**src/rtl/ctrl_pkg.sv**
```systemverilog
// Shared types for the registered control decoder: opcode/subop encodings, FSM states and
// the decoded control-field bundle produced by ctrl_field_decode.
package ctrl_pkg;

    typedef enum logic [2:0] {
        OpAlu0    = 3'b000,
        OpAlu1    = 3'b001,
        OpMem     = 3'b010,
        OpSet     = 3'b011,
        OpMoveIn  = 3'b100,
        OpMoveOut = 3'b101,
        OpBranch  = 3'b110,
        OpSys     = 3'b111
    } opcode_e;

    // Subop encodings under OpMem; 2'b00 decodes as a plain ALU op
    localparam logic [1:0] SubInplace = 2'b01;
    localparam logic [1:0] SubLoad    = 2'b10;
    localparam logic [1:0] SubStore   = 2'b11;

    typedef enum logic [1:0] {
        StRun     = 2'b00,
        StMemWait = 2'b01,
        StHalted  = 2'b10
    } state_e;

    // Width-independent decode flags; register selects travel as separate ports
    typedef struct packed {
        logic load;
        logic store;
        logic branch;
        logic halt;
        logic imm;
        logic inplace;
        logic move;
        logic reg_write;
    } ctrl_t;

endpackage

```
**src/rtl/ctrl_field_decode.sv**
```systemverilog
// Combinational instruction field decoder: Instr -> ctrl_t flags plus register/target selects.
// Branch direction is not resolved here; the sequencer applies Eq at acceptance.
module ctrl_field_decode
    import ctrl_pkg::*;
#(
    parameter int unsigned IW  = 9,
    parameter int unsigned RSW = 4,
    parameter int unsigned TW  = 6
) (
    input  logic [IW-1:0]  i_instr,
    output ctrl_t          o_ctrl,
    output logic [RSW-1:0] o_reg_sel,
    output logic [RSW-1:0] o_move_from,
    output logic [TW-1:0]  o_targ_sel
);

    opcode_e    w_opcode;
    logic [1:0] w_subop;

    assign w_opcode = opcode_e'(i_instr[IW-1 -: 3]);
    assign w_subop  = i_instr[IW-4 -: 2];

    // Field decode; all-ones word is halt and overrides the opcode table
    always_comb begin
        o_ctrl      = '0;
        o_reg_sel   = i_instr[RSW-1:0];
        o_move_from = '0;
        o_targ_sel  = '0;
        if (&i_instr) begin
            o_ctrl.halt = 1'b1;
            o_reg_sel   = '0;
        end else begin
            case (w_opcode)
                OpMem: begin
                    case (w_subop)
                        SubLoad: begin
                            o_ctrl.load      = 1'b1;
                            o_ctrl.reg_write = 1'b1;
                        end
                        SubStore:   o_ctrl.store = 1'b1;
                        SubInplace: begin
                            o_ctrl.inplace   = 1'b1;
                            o_ctrl.reg_write = 1'b1;
                        end
                        default:    o_ctrl.reg_write = 1'b1;
                    endcase
                end
                OpSet: begin
                    o_ctrl.imm       = 1'b1;
                    o_ctrl.reg_write = 1'b1;
                    o_reg_sel        = '0;
                end
                // Move-in copies the selected register into R0
                OpMoveIn: begin
                    o_ctrl.move      = 1'b1;
                    o_ctrl.reg_write = 1'b1;
                    o_reg_sel        = '0;
                    o_move_from      = i_instr[RSW-1:0];
                end
                // Move-out copies R0 into the selected register
                OpMoveOut: begin
                    o_ctrl.move      = 1'b1;
                    o_ctrl.reg_write = 1'b1;
                end
                OpBranch: begin
                    o_ctrl.branch = 1'b1;
                    o_reg_sel     = '0;
                    o_targ_sel    = i_instr[TW-1:0];
                end
                default: o_ctrl.reg_write = 1'b1;
            endcase
        end
    end

endmodule

```
**src/rtl/ctrl_seq_decoder.sv**
```systemverilog
// Registered control decoder with memory req/ack sequencing and sticky halt.
// Optional performance counters (RetireCnt, BranchCnt) when CTRL_PERF_CNT_EN is defined.
module ctrl_seq_decoder
    import ctrl_pkg::*;
#(
    parameter int unsigned IW  = 9,
    parameter int unsigned RSW = 4,
    parameter int unsigned TW  = 6
`ifdef CTRL_PERF_CNT_EN
    ,
    parameter int unsigned CNT_W = 16
`endif
) (
    input  logic           i_clk,
    input  logic           i_reset_n,
    input  logic [IW-1:0]  i_instr,
    input  logic           i_instr_valid,
    output logic           o_instr_ready,
    input  logic           i_eq,
    output logic           o_mem_req,
    input  logic           i_mem_ack,
    output logic           o_ctrl_valid,
    output logic           o_branch_en,
    output logic           o_mem_read,
    output logic           o_mem_write,
    output logic           o_imm,
    output logic           o_reg_write,
    output logic           o_inplace,
    output logic           o_move,
    output logic [RSW-1:0] o_reg_sel,
    output logic [RSW-1:0] o_move_from,
    output logic [TW-1:0]  o_targ_sel,
    output logic           o_halt
`ifdef CTRL_PERF_CNT_EN
    ,
    output logic [CNT_W-1:0] o_retire_cnt,
    output logic [CNT_W-1:0] o_branch_cnt
`endif
);

    ctrl_t          w_dec;
    logic [RSW-1:0] w_dec_reg_sel, w_dec_move_from;
    logic [TW-1:0]  w_dec_targ_sel;
    logic           w_accept, w_taken;

    state_e         r_state, w_state;
    logic           r_ready, w_ready;
    logic           r_ctrl_valid, w_ctrl_valid;
    logic           r_branch_en, w_branch_en;
    logic           r_mem_read, w_mem_read;
    logic           r_mem_write, w_mem_write;
    logic           r_imm, w_imm;
    logic           r_reg_write, w_reg_write;
    logic           r_inplace, w_inplace;
    logic           r_move, w_move;
    logic [RSW-1:0] r_reg_sel, w_reg_sel;
    logic [RSW-1:0] r_move_from, w_move_from;
    logic [TW-1:0]  r_targ_sel, w_targ_sel;
    logic [RSW-1:0] r_pend_sel, w_pend_sel;

    ctrl_field_decode #(
        .IW  (IW),
        .RSW (RSW),
        .TW  (TW)
    ) u_decode (
        .i_instr     (i_instr),
        .o_ctrl      (w_dec),
        .o_reg_sel   (w_dec_reg_sel),
        .o_move_from (w_dec_move_from),
        .o_targ_sel  (w_dec_targ_sel)
    );

    assign w_accept = i_instr_valid & r_ready;
    assign w_taken  = w_dec.branch & ~i_eq;

    // Next-state and next-control; every control bit defaults to 0 so it drops without CtrlValid
    always_comb begin
        w_state      = r_state;
        w_ctrl_valid = 1'b0;
        w_branch_en  = 1'b0;
        w_mem_read   = 1'b0;
        w_mem_write  = 1'b0;
        w_imm        = 1'b0;
        w_reg_write  = 1'b0;
        w_inplace    = 1'b0;
        w_move       = 1'b0;
        w_reg_sel    = '0;
        w_move_from  = '0;
        w_targ_sel   = '0;
        w_pend_sel   = r_pend_sel;
        unique case (r_state)
            StRun: begin
                if (w_accept) begin
                    if (w_dec.halt) begin
                        w_state = StHalted;
                    end else if (w_dec.load || w_dec.store) begin
                        w_state     = StMemWait;
                        w_mem_read  = w_dec.load;
                        w_mem_write = w_dec.store;
                        w_pend_sel  = w_dec_reg_sel;
                    end else begin
                        w_ctrl_valid = 1'b1;
                        w_branch_en  = w_taken;
                        w_imm        = w_dec.imm;
                        w_inplace    = w_dec.inplace;
                        w_move       = w_dec.move;
                        // A not-taken branch still retires with a register write
                        w_reg_write  = w_dec.reg_write | (w_dec.branch & i_eq);
                        w_reg_sel    = w_dec_reg_sel;
                        w_move_from  = w_dec_move_from;
                        w_targ_sel   = w_taken ? w_dec_targ_sel : '0;
                    end
                end
            end
            StMemWait: begin
                w_mem_read  = r_mem_read;
                w_mem_write = r_mem_write;
                if (i_mem_ack) begin
                    w_state      = StRun;
                    w_ctrl_valid = 1'b1;
                    w_reg_write  = r_mem_read;
                    w_reg_sel    = r_pend_sel;
                end
            end
            StHalted: w_state = StHalted;
            default:  w_state = StRun;
        endcase
        w_ready = (w_state == StRun);
    end

    // State and registered control outputs
    always_ff @(posedge i_clk or negedge i_reset_n) begin
        if (!i_reset_n) begin
            r_state      <= StRun;
            r_ready      <= 1'b0;
            r_ctrl_valid <= 1'b0;
            r_branch_en  <= 1'b0;
            r_mem_read   <= 1'b0;
            r_mem_write  <= 1'b0;
            r_imm        <= 1'b0;
            r_reg_write  <= 1'b0;
            r_inplace    <= 1'b0;
            r_move       <= 1'b0;
            r_reg_sel    <= '0;
            r_move_from  <= '0;
            r_targ_sel   <= '0;
            r_pend_sel   <= '0;
        end else begin
            r_state      <= w_state;
            r_ready      <= w_ready;
            r_ctrl_valid <= w_ctrl_valid;
            r_branch_en  <= w_branch_en;
            r_mem_read   <= w_mem_read;
            r_mem_write  <= w_mem_write;
            r_imm        <= w_imm;
            r_reg_write  <= w_reg_write;
            r_inplace    <= w_inplace;
            r_move       <= w_move;
            r_reg_sel    <= w_reg_sel;
            r_move_from  <= w_move_from;
            r_targ_sel   <= w_targ_sel;
            r_pend_sel   <= w_pend_sel;
        end
    end

`ifdef CTRL_PERF_CNT_EN
    logic [CNT_W-1:0] r_retire_cnt, r_branch_cnt;

    // Retire/taken-branch counters, wrapping, frozen once halted
    always_ff @(posedge i_clk or negedge i_reset_n) begin
        if (!i_reset_n) begin
            r_retire_cnt <= '0;
            r_branch_cnt <= '0;
        end else if (r_state != StHalted) begin
            if (r_ctrl_valid) r_retire_cnt <= r_retire_cnt + 1'b1;
            if (r_ctrl_valid && r_branch_en) r_branch_cnt <= r_branch_cnt + 1'b1;
        end
    end

    assign o_retire_cnt = r_retire_cnt;
    assign o_branch_cnt = r_branch_cnt;
`endif

    assign o_instr_ready = r_ready;
    assign o_mem_req     = (r_state == StMemWait);
    assign o_halt        = (r_state == StHalted);
    assign o_ctrl_valid  = r_ctrl_valid;
    assign o_branch_en   = r_branch_en;
    assign o_mem_read    = r_mem_read;
    assign o_mem_write   = r_mem_write;
    assign o_imm         = r_imm;
    assign o_reg_write   = r_reg_write;
    assign o_inplace     = r_inplace;
    assign o_move        = r_move;
    assign o_reg_sel     = r_reg_sel;
    assign o_move_from   = r_move_from;
    assign o_targ_sel    = r_targ_sel;

endmodule
```
**config.mk**
```make
export PLATFORM = sky130hd
export DESIGN_NAME = ctrl_seq_decoder
export DESIGN_NICKNAME = d
export VERILOG_FILES = /design/src/rtl/ctrl_pkg.sv /design/src/rtl/ctrl_field_decode.sv /design/src/rtl/ctrl_seq_decoder.sv
export SDC_FILE = /design/constraint.sdc
export NUM_CORES = 1
export LEC_CHECK = 0
export CORE_ASPECT_RATIO = 0.9
export CORE_UTILIZATION = 45
export CTS_CLUSTER_DIAMETER = 120
export CTS_CLUSTER_SIZE = 14
export DETAILED_ROUTE_END_ITERATION = 16
export GPL_TIMING_DRIVEN = 0
export PLACE_DENSITY = 0.78
export SLEW_MARGIN = 10
export SYNTH_ARGS = -nofsm -noshare
export SYNTH_HDL_FRONTEND = slang
export SYNTH_SLANG_ARGS = --single-unit
```
**constraint.sdc**
```tcl
create_clock -name i_clk -period 1.85 [get_ports i_clk]
set_input_delay 0.37 -clock i_clk [delete_from_list [all_inputs] [get_ports i_clk]]
set_output_delay 0.37 -clock i_clk [all_outputs]
set_load 0.05 [all_outputs]
```
# Word-level counts from Yosys, hierarchy flattened

Cells that the tools add are included.
W data, S select, Z words.

Register bits: 29
Input bits: 14
Word-level logic and storage cells: 109

Equal/unequal tests: 10
Mux-type cells: 72
Bitwise operators: 6
Reductions and logical operators: 7

Operators by type and width:

| kind                 | number |
|---|---|
| $mux W4              | 13 |
| $mux W6              | 7 |
| $mux W1              | 39 |
| $mux W2              | 5 |
| $pmux W1 S2          | 5 |
| $eq A3 B3 Y1 const B | 3 |
| $reduce_and A9 Y1    | 1 |
| $pmux W4 S2          | 1 |
| $eq A2 B2 Y1 const B | 3 |
| $eq A3 B2 Y1 const B | 2 |
| $pmux W2 S3          | 1 |
| $eq A2 B1 Y1 const B | 2 |
| $logic_not A2 Y1     | 2 |
| $reduce_and A4 Y1    | 1 |
| $and A1 B1 Y1        | 3 |
| $mux W3              | 1 |
| $reduce_or A3 Y1     | 1 |
| $not A1 Y1           | 2 |
| $reduce_or A2 Y1     | 1 |
| $logic_or A1 B1 Y1   | 1 |
| $or A1 B1 Y1         | 1 |

# Logic depth before layout (Yosys ltp)

Gate-level depths: netlist of the first run.

Word-level depth: 10
Depth in mapped cells: 4

# Hierarchy

A second synthesis of the first run with hierarchy kept.

Cells, all modules: 107
Area total of the unflattened synthesis: 1278.7 sq um

By module, submodules not included:

| module            | instances | cells each | area an instance (sq um) |
|---|---|---|---|
| ctrl_seq_decoder  | 1         | 74         | 1074.8 |
| ctrl_field_decode | 1         | 33         | 203.9 |

# Worst setup path before layout of the first run

Ideal clock, no wire load.

Path kind: reg-to-reg
From: register r_ready (netlist: o_instr_ready)
To: register r_pend_sel[0]
Setup time: 125 ps
Data arrival time: 1621 ps
Required time: 1725 ps
Setup slack: 104 ps
Stages on the path, launching flop included: 5
Path buffers: 1
Clock period less this slack: 1746 ps
Cell sequence: dfrtp_1 nand4bb_1 buf_6 nor3_4 mux2_2

Longest elaborated chain between the ends: 2

Ends and longest elaborated chain:

| item                               | RTL line                | source |
|---|---|---|
| from (decl)                        | ctrl_seq_decoder.sv:47  | `logic r_ready, w_ready;` |
| from (signal assigned)             | ctrl_seq_decoder.sv:150 | `r_ready <= w_ready;` |
| $and A1 B1 Y1                      | ctrl_seq_decoder.sv:73  | `assign w_accept = i_instr_valid & r_ready;` |
| $reduce_and A4 Y1 (no source line) | -                       |  |
| to (signal assigned)               | ctrl_seq_decoder.sv:162 | `r_pend_sel <= w_pend_sel;` |
| to (decl)                          | ctrl_seq_decoder.sv:59  | `logic [RSW-1:0] r_pend_sel, w_pend_sel;` |

No other way between the ends.
A chain may end at the register's enable or synchronous reset.

# Worst setup path after layout of the first run

From: register r_imm (netlist: o_imm)
To: output port o_imm

RTL lines:

| item                   | RTL line                | source |
|---|---|---|
| from (decl)            | ctrl_seq_decoder.sv:52  | `logic r_imm, w_imm;` |
| from (signal assigned) | ctrl_seq_decoder.sv:155 | `r_imm <= w_imm;` |
| to (decl)              | ctrl_seq_decoder.sv:26  | `output logic o_imm,` |

No word-level cell between the ends.

==> run summary, run 1 <==
Clocking
• 2 — number of levels the H-tree was split into
• 29 — clock sink total
• 5 — number of buffers inserted during clock tree synthesis
• 0 — number of buffers inserted by hold repair at cts
• 0.09 ns — clock slew at the register clock pins of the worst setup and hold paths
• clkbuf_4 — root buffer cell
• 2 — CTS Buffer Depth
• 0.33 ns — Skew-Pair Late Insertion Delay
• done — TritonCTS clock tree

STA
• 98.3% — Period Utilization, post-route
• 0.0312 ns — final worst-path setup slack
• 0 — number of hold-slack violations in the final timing report
• 1.82 ns — Min Clock Period, post-route
• 0.00839 ns — clk_skew
• 55.4% — tightest slew margin relative to the limit
• 550 MHz — highest clock rate
• 0 — number of failing setup endpoints in the final timing report
• 0.664 ns — Worst Tran Pin Value
• 0 — Slew Viols, Final
• false — RSZ-0062 raised after global routing
• 0.0408 ns — worst hold-check slack

Placed design
• 0.752 — weighted congestion at the end of routability-driven global placement
• -0.281 ns — Worst Setup Slack post-DPL
• 164 — Post-Place Cells
• 1840 µm — placed wire-length estimate after detailed placement
• 37 — port bufs

Synthesis
• 29 — flip-flop and latch count after synthesis
• 59.9% — sequential fraction of the synthesis area
• 0 — count of synthesis-stage warnings from yosys
• 12.2 µm² — syn_area_per_cell
• 100% — fraction of synthesis flops using an asynchronous set or reset pin
• 113 — Net Count, Synth
• dfrtp_1 60%, and2_1 5.2%, mux2_2 3.7% — top area cells in the synthesized netlist
• 0 — number of enable flip-flop cells after synthesis
• dfrtp_1 — cell with the most instances after synthesis
• dfrtp_1 — post-synthesis cell type with the largest combined area
• 59.9% — area share of the leading cell type in the synthesized netlist
• 29 x dfrtp_1, 11 x nand2_1, 10 x and2_1, 5 x o31ai_1 — most common library cells after synthesis
• 33 — Distinct cells, synth
• dfrtp_1 — Main synth FF type
• 99 — Syn Inst Count
• 0.00121 mm² — post-synth design cell area

Pwr
• 664 mW/mm² — total power density per cell area
• 0.000363 V — Peak VDD IR
• 1.12 nW — Leakage Power
• 1.14 mW — overall power of the completed layout

Worst setup path
• 0.79 ns — delay contributed by the slowest stage of the critical path
• clkdlybuf4s50_1 — master of the slowest instance on the critical path
• clkdlybuf4s50_1 — series of cell instances along the critical path
• flip-flop — nature of the critical path startpoint
• 1 — critical path depth in cells
• 1.45 ns — Crit path arrival time
• 1.48 ns — data required time of the critical path
• primary output — critical path endpoint category
• 1 — crit path buf inv count
• 1 — highest fanout seen on the critical path
• reg2out — Setup CP Type
• buffers and inverters — top cell family by delay on the critical path
• 4 — length in cells of the worst reg-to-reg path

Die
• 0.00291 mm² — Die Area
• 17 — number of standard-cell rows in the floorplan
• 56.7 µm — Die X-Extent
• 48.3% — starting density of the core
• 51.2 µm — die boundary height
• 39 — I/O pin cnt
• 0.00251 mm² — placeable core area

Route
• 15.1 µm — detailed-route wire length per cell
• 918 — overall via count from detail_route
• 25 — number of DRC markers in iteration 0
• 2620 µm — total wire length
• 5.31 — number of vias per cell
• 0 — number of nets with antenna violations after routing
• 10 — detailed-routing iteration count for the pre-antenna-repair pass
• 10 — drt drc

GRT
• 0 — total global routing overflow
• 30 — largest net degree at the start of global routing
• 0 — initial antenna violation count
• 20.6% — overall track demand over capacity in global routing
• 921 — vias in the first global route
• 4320 µm — wire length of the first global-routing pass

Outcome
• complete, but fails checks — status
• design-rule violations — violations in the final reports

Cells and area
• 158 — Nets
• 173 — fin cells
• 42.1% — Area growth syn-to-layout
• 0 — Antenna diodes
• 68.6% — post-route core utilization
• 16.6% — fraction of layout cells with a size suffix above 1
• 194 — Fillers

Run
• 0 — max capacitance violation total

Worst hold path
• in2async — class of the tightest hold or removal check

layer usage:
layer  vias to the layer above  track usage [%]  wire length, µm
met3                         6             8.10              224
met2                        44             33.5             1250
met1                       434             25.0             1110
met4                         0             7.50               39
li1                        434                -                -
met5                         -                0                0
where the power goes:
group | total, mW | leakage, nW | switching (mW) | internal (mW)
combinational | 0.0754 | 0.675 | 0.0432 | 0.0321
clock | 0.435 | 0.0413 | 0.215 | 0.220
sequential | 0.633 | 0.400 | 0 | 0.633
cell usage in the layout (no fill, tap or decap), types with 2 or more instances in the layout:
master	count
mux2_2	4
and3_1	4
clkbuf_4	5
nand2_1	11
buf_2	3
nand3b_1	2
nor3_1	3
dfrtp_1	29
dlygate4sd2_1	5
o21ai_0	2
nand2b_1	3
a22o_1	2
o31ai_1	5
inv_1	2
dlymetal6s2s_1	17
clkdlybuf4s50_1	12
and2_1	10
nor2_1	2
clkbuf_8	2
state kept, by name, summed over array words and instances (netlist names):
name,count
o_move_from,4
o_mem_write,1
o_instr_ready,1
o_reg_write,1
o_ctrl_valid,1
o_imm,1
o_mem_read,1
o_branch_en,1
r_state,2
r_pend_sel,4
o_inplace,1
o_reg_sel,4
o_targ_sel,6
o_move,1
timing repair:
action / in CTS / in global routing
endpoints found under the setup margin: 7 / 21
gates resized for setup: 11 / 19
cloned: 0 / 0
setup buffers: 0 / 1
pin swaps: 0 / 1
final timing paths:
check | start | endpoint | slack, ns
worst min-delay path | i_reset_n | r_state[1] | 0.04
worst max-delay path | o_imm | o_imm | 0.03
max in group asynchronous | i_reset_n | o_targ_sel[5] | 1.41
worst min register to register | r_pend_sel[2] | o_reg_sel[2] | 0.49
worst max register to register | r_state[1] | o_move_from[2] | 0.28
min in group i_clk | i_instr[8] | o_move | 0.38
cell type report:
cell class | count | area, µm² | area share [%]
plain buffers | 3 | 20.0 | 1.16
multi-input cells | 65 | 459 | 26.7
clock inverters | 1 | 5.00 | 0.290
clock buffers | 7 | 65.1 | 3.78
flip-flops and latches | 29 | 726 | 42.1
inverters | 2 | 7.51 | 0.436
well taps | 28 | 35.0 | 2.03
repair buffers | 38 | 405 | 23.5
stage by stage:
step / setup TNS, ns / instance area (µm²)
6_report: 0 / 1720
5_1_grt: 0 / 1720
4_1_cts: 0 / 1680
3_5_place_dp: -2.58 / 1620
3_3_place_gp: -1.85 / 1620
2_1_floorplan: 0 / 1210
cell families after synthesis:
| group | count (synthesis) | synth area share, % |
|---|---|---|
| AND/OR/NAND/NOR | 48 | 26.0 |
| multiplexers | 5 | 4.54 |
| flip-flops | 29 | 59.9 |
| buffers and inverters | 5 | 2.27 |
| AO/OA/AOI/OAI | 12 | 7.33 |
No activity file was read; power rests on OpenSTA's default activity.
==> inputs of run 2 (changes only) <==
--- a/config.mk
+++ b/config.mk
@@ -6,12 +6,13 @@
 export NUM_CORES = 1
 export LEC_CHECK = 0
 export CORE_ASPECT_RATIO = 0.9
-export CORE_UTILIZATION = 45
+export CORE_UTILIZATION = 60
 export CTS_CLUSTER_DIAMETER = 120
 export CTS_CLUSTER_SIZE = 14
 export DETAILED_ROUTE_END_ITERATION = 16
+export DONT_BUFFER_PORTS = 1
 export GPL_TIMING_DRIVEN = 0
-export PLACE_DENSITY = 0.78
+export PLACE_DENSITY = 0.76
 export SLEW_MARGIN = 10
 export SYNTH_ARGS = -nofsm -noshare
 export SYNTH_HDL_FRONTEND = slang
==> run summary, run 2 (synthesized netlist as in run 1, its figures left out) <==
Route
• 0 — number of nets with antenna violations after routing
• 0 — drt drc
• 5.90 — number of vias per cell
• 15 — number of DRC markers in iteration 0
• 2120 µm — total wire length
• 15.8 µm — detailed-route wire length per cell
• 790 — overall via count from detail_route
• 4 — detailed-routing iteration count for the pre-antenna-repair pass

Clocking
• clkbuf_4 — root buffer cell
• done — TritonCTS clock tree
• 0.34 ns — Skew-Pair Late Insertion Delay
• 2 — CTS Buffer Depth
• 5 — number of buffers inserted during clock tree synthesis
• 2 — number of levels the H-tree was split into
• 0.09 ns — clock slew at the register clock pins of the worst setup and hold paths
• 29 — clock sink total

Die
• 15 — number of standard-cell rows in the floorplan
• 39 — I/O pin cnt
• 0.00220 mm² — Die Area
• 44.6 µm — die boundary height
• 63.3% — starting density of the core
• 0.00191 mm² — placeable core area
• 49.4 µm — Die X-Extent

Pwr
• 786 mW/mm² — total power density per cell area
• 0.638 nW — Leakage Power
• 1.05 mW — overall power of the completed layout
• 0.000629 V — Peak VDD IR

GRT
• 0 — initial antenna violation count
• 3480 µm — wire length of the first global-routing pass
• 30 — largest net degree at the start of global routing
• 782 — vias in the first global route
• 23.2% — overall track demand over capacity in global routing
• 0 — total global routing overflow

Cells and area
• 134 — fin cells
• 6 — flip-flop count of the largest register, all copies and words added
• 150 — Fillers
• 9.70% — Area growth syn-to-layout
• 0 — Antenna diodes
• 28 x dfrtp_1, 11 x nand2_1, 10 x and2_1, 5 x o31ai_1, 5 x clkbuf_4 — most frequent cells in the layout
• 20.2% — fraction of layout cells with a size suffix above 1
• 122 — Nets
• dfrtp_1 — leading cell type in the layout, fill and taps excluded

Worst setup path
• reg2reg — Setup CP Type
• 1.98 ns — Crit path arrival time
• flip-flop — critical path endpoint category
• flip-flop — nature of the critical path startpoint
• 2.08 ns — data required time of the critical path
• 0.09 ns — worst setup slack for register-to-register paths
• 0.55 ns — delay contributed by the slowest stage of the critical path
• nand4bb_1 > buf_6 > nor3_4 > mux2_2 — series of cell instances along the critical path
• dfrtp_2 — master of the slowest instance on the critical path
• 8 — highest fanout seen on the critical path

STA
• 1.76 ns — Min Clock Period, post-route
• 0 — number of failing setup endpoints in the final timing report
• 0.00679 ns — clk_skew
• 569 MHz — highest clock rate
• 0.646 ns — Worst Tran Pin Value
• 0 — Slew Viols, Final
• 0 — number of hold-slack violations in the final timing report
• 94.9% — Period Utilization, post-route
• 0 ns — final setup TNS
• false — RSZ-0062 raised after global routing
• 56.6% — tightest slew margin relative to the limit

Worst hold path
• in2reg — class of the tightest hold or removal check

Placed design
• 1490 µm — placed wire-length estimate after detailed placement
• 0.708 — weighted congestion at the end of routability-driven global placement
• 124 — Post-Place Cells
• 0 — port bufs

Outcome
• completed — status

Run
• 0 — max capacitance violation total

## run 2: final timing paths
kind                          startpoint       endpoint  cells past startpoint
max                        o_instr_ready  r_pend_sel[1]                      4
max in group asynchronous      i_reset_n  o_instr_ready                      2
min                           i_instr[7]         o_move                      1
min reg2reg                r_pend_sel[0]   o_reg_sel[0]                      2
min in group asynchronous      i_reset_n   o_reg_sel[2]                      2
max reg2reg                o_instr_ready  r_pend_sel[1]                      4
## run 2: repair_timing
action,in CTS,in global routing
gates resized for setup,1,0
hold endpoints to repair,29,0
hold buffers,2,0
setup buffers,0,0
setup endpoints to repair,8,0
## run 2: cell type report
class | count | area [µm²] | share of cell area (%)
sequential | 29 | 727 | 54.7
multi-input combinational | 65 | 459 | 34.5
clock buffer | 5 | 37.5 | 2.82
tap | 25 | 31.3 | 2.35
timing repair buffer | 2 | 30.0 | 2.26
buffer | 3 | 20.0 | 1.51
clock inverter | 3 | 17.5 | 1.32
inverter | 2 | 7.51 | 0.564
## run 2: critical path, delay by kind of cell, from the launching register on
family                 cells  cell delay [ns]
AND/OR/NAND/NOR            2             0.54
buffers and inverters      1             0.17
flip-flops                 1             0.55
multiplexers               1             0.39
## run 2: power breakdown
| part | switching [mW] | internal [mW] | total, mW | leakage [nW] |
|---|---|---|---|---|
| logic | 0.0275 | 0.0169 | 0.0444 | 0.209 |
| registers | 0 | 0.633 | 0.633 | 0.398 |
| clock network | 0.225 | 0.143 | 0.368 | 0.0310 |
## run 2: routing by layer
metal  share of wire, %  up-vias  routed length (µm)  track usage [%]
met3                7.5        6                 159             8.59
li1                   -      365                   -                -
met4                2.6        0                  55             19.4
met2                 49       34                1030             36.7
met5                  0        -                   0                0
met1                 41      385                 876             25.3
## run 2: per-stage QoR
step           worst slack, ns  hold slack, ns  instance area (µm²)  utilization [%]
6_report                0.0939          0.0970                 1330             69.5
5_1_grt                 0.0288          0.0842                 1330             69.5
4_1_cts                 0.0910          0.0829                 1330             69.5
3_5_place_dp           -0.0621          0.0751                 1240             65.0
3_3_place_gp           -0.0358          0.0750                 1240             65.0
2_1_floorplan            0.104          0.0744                 1210                -
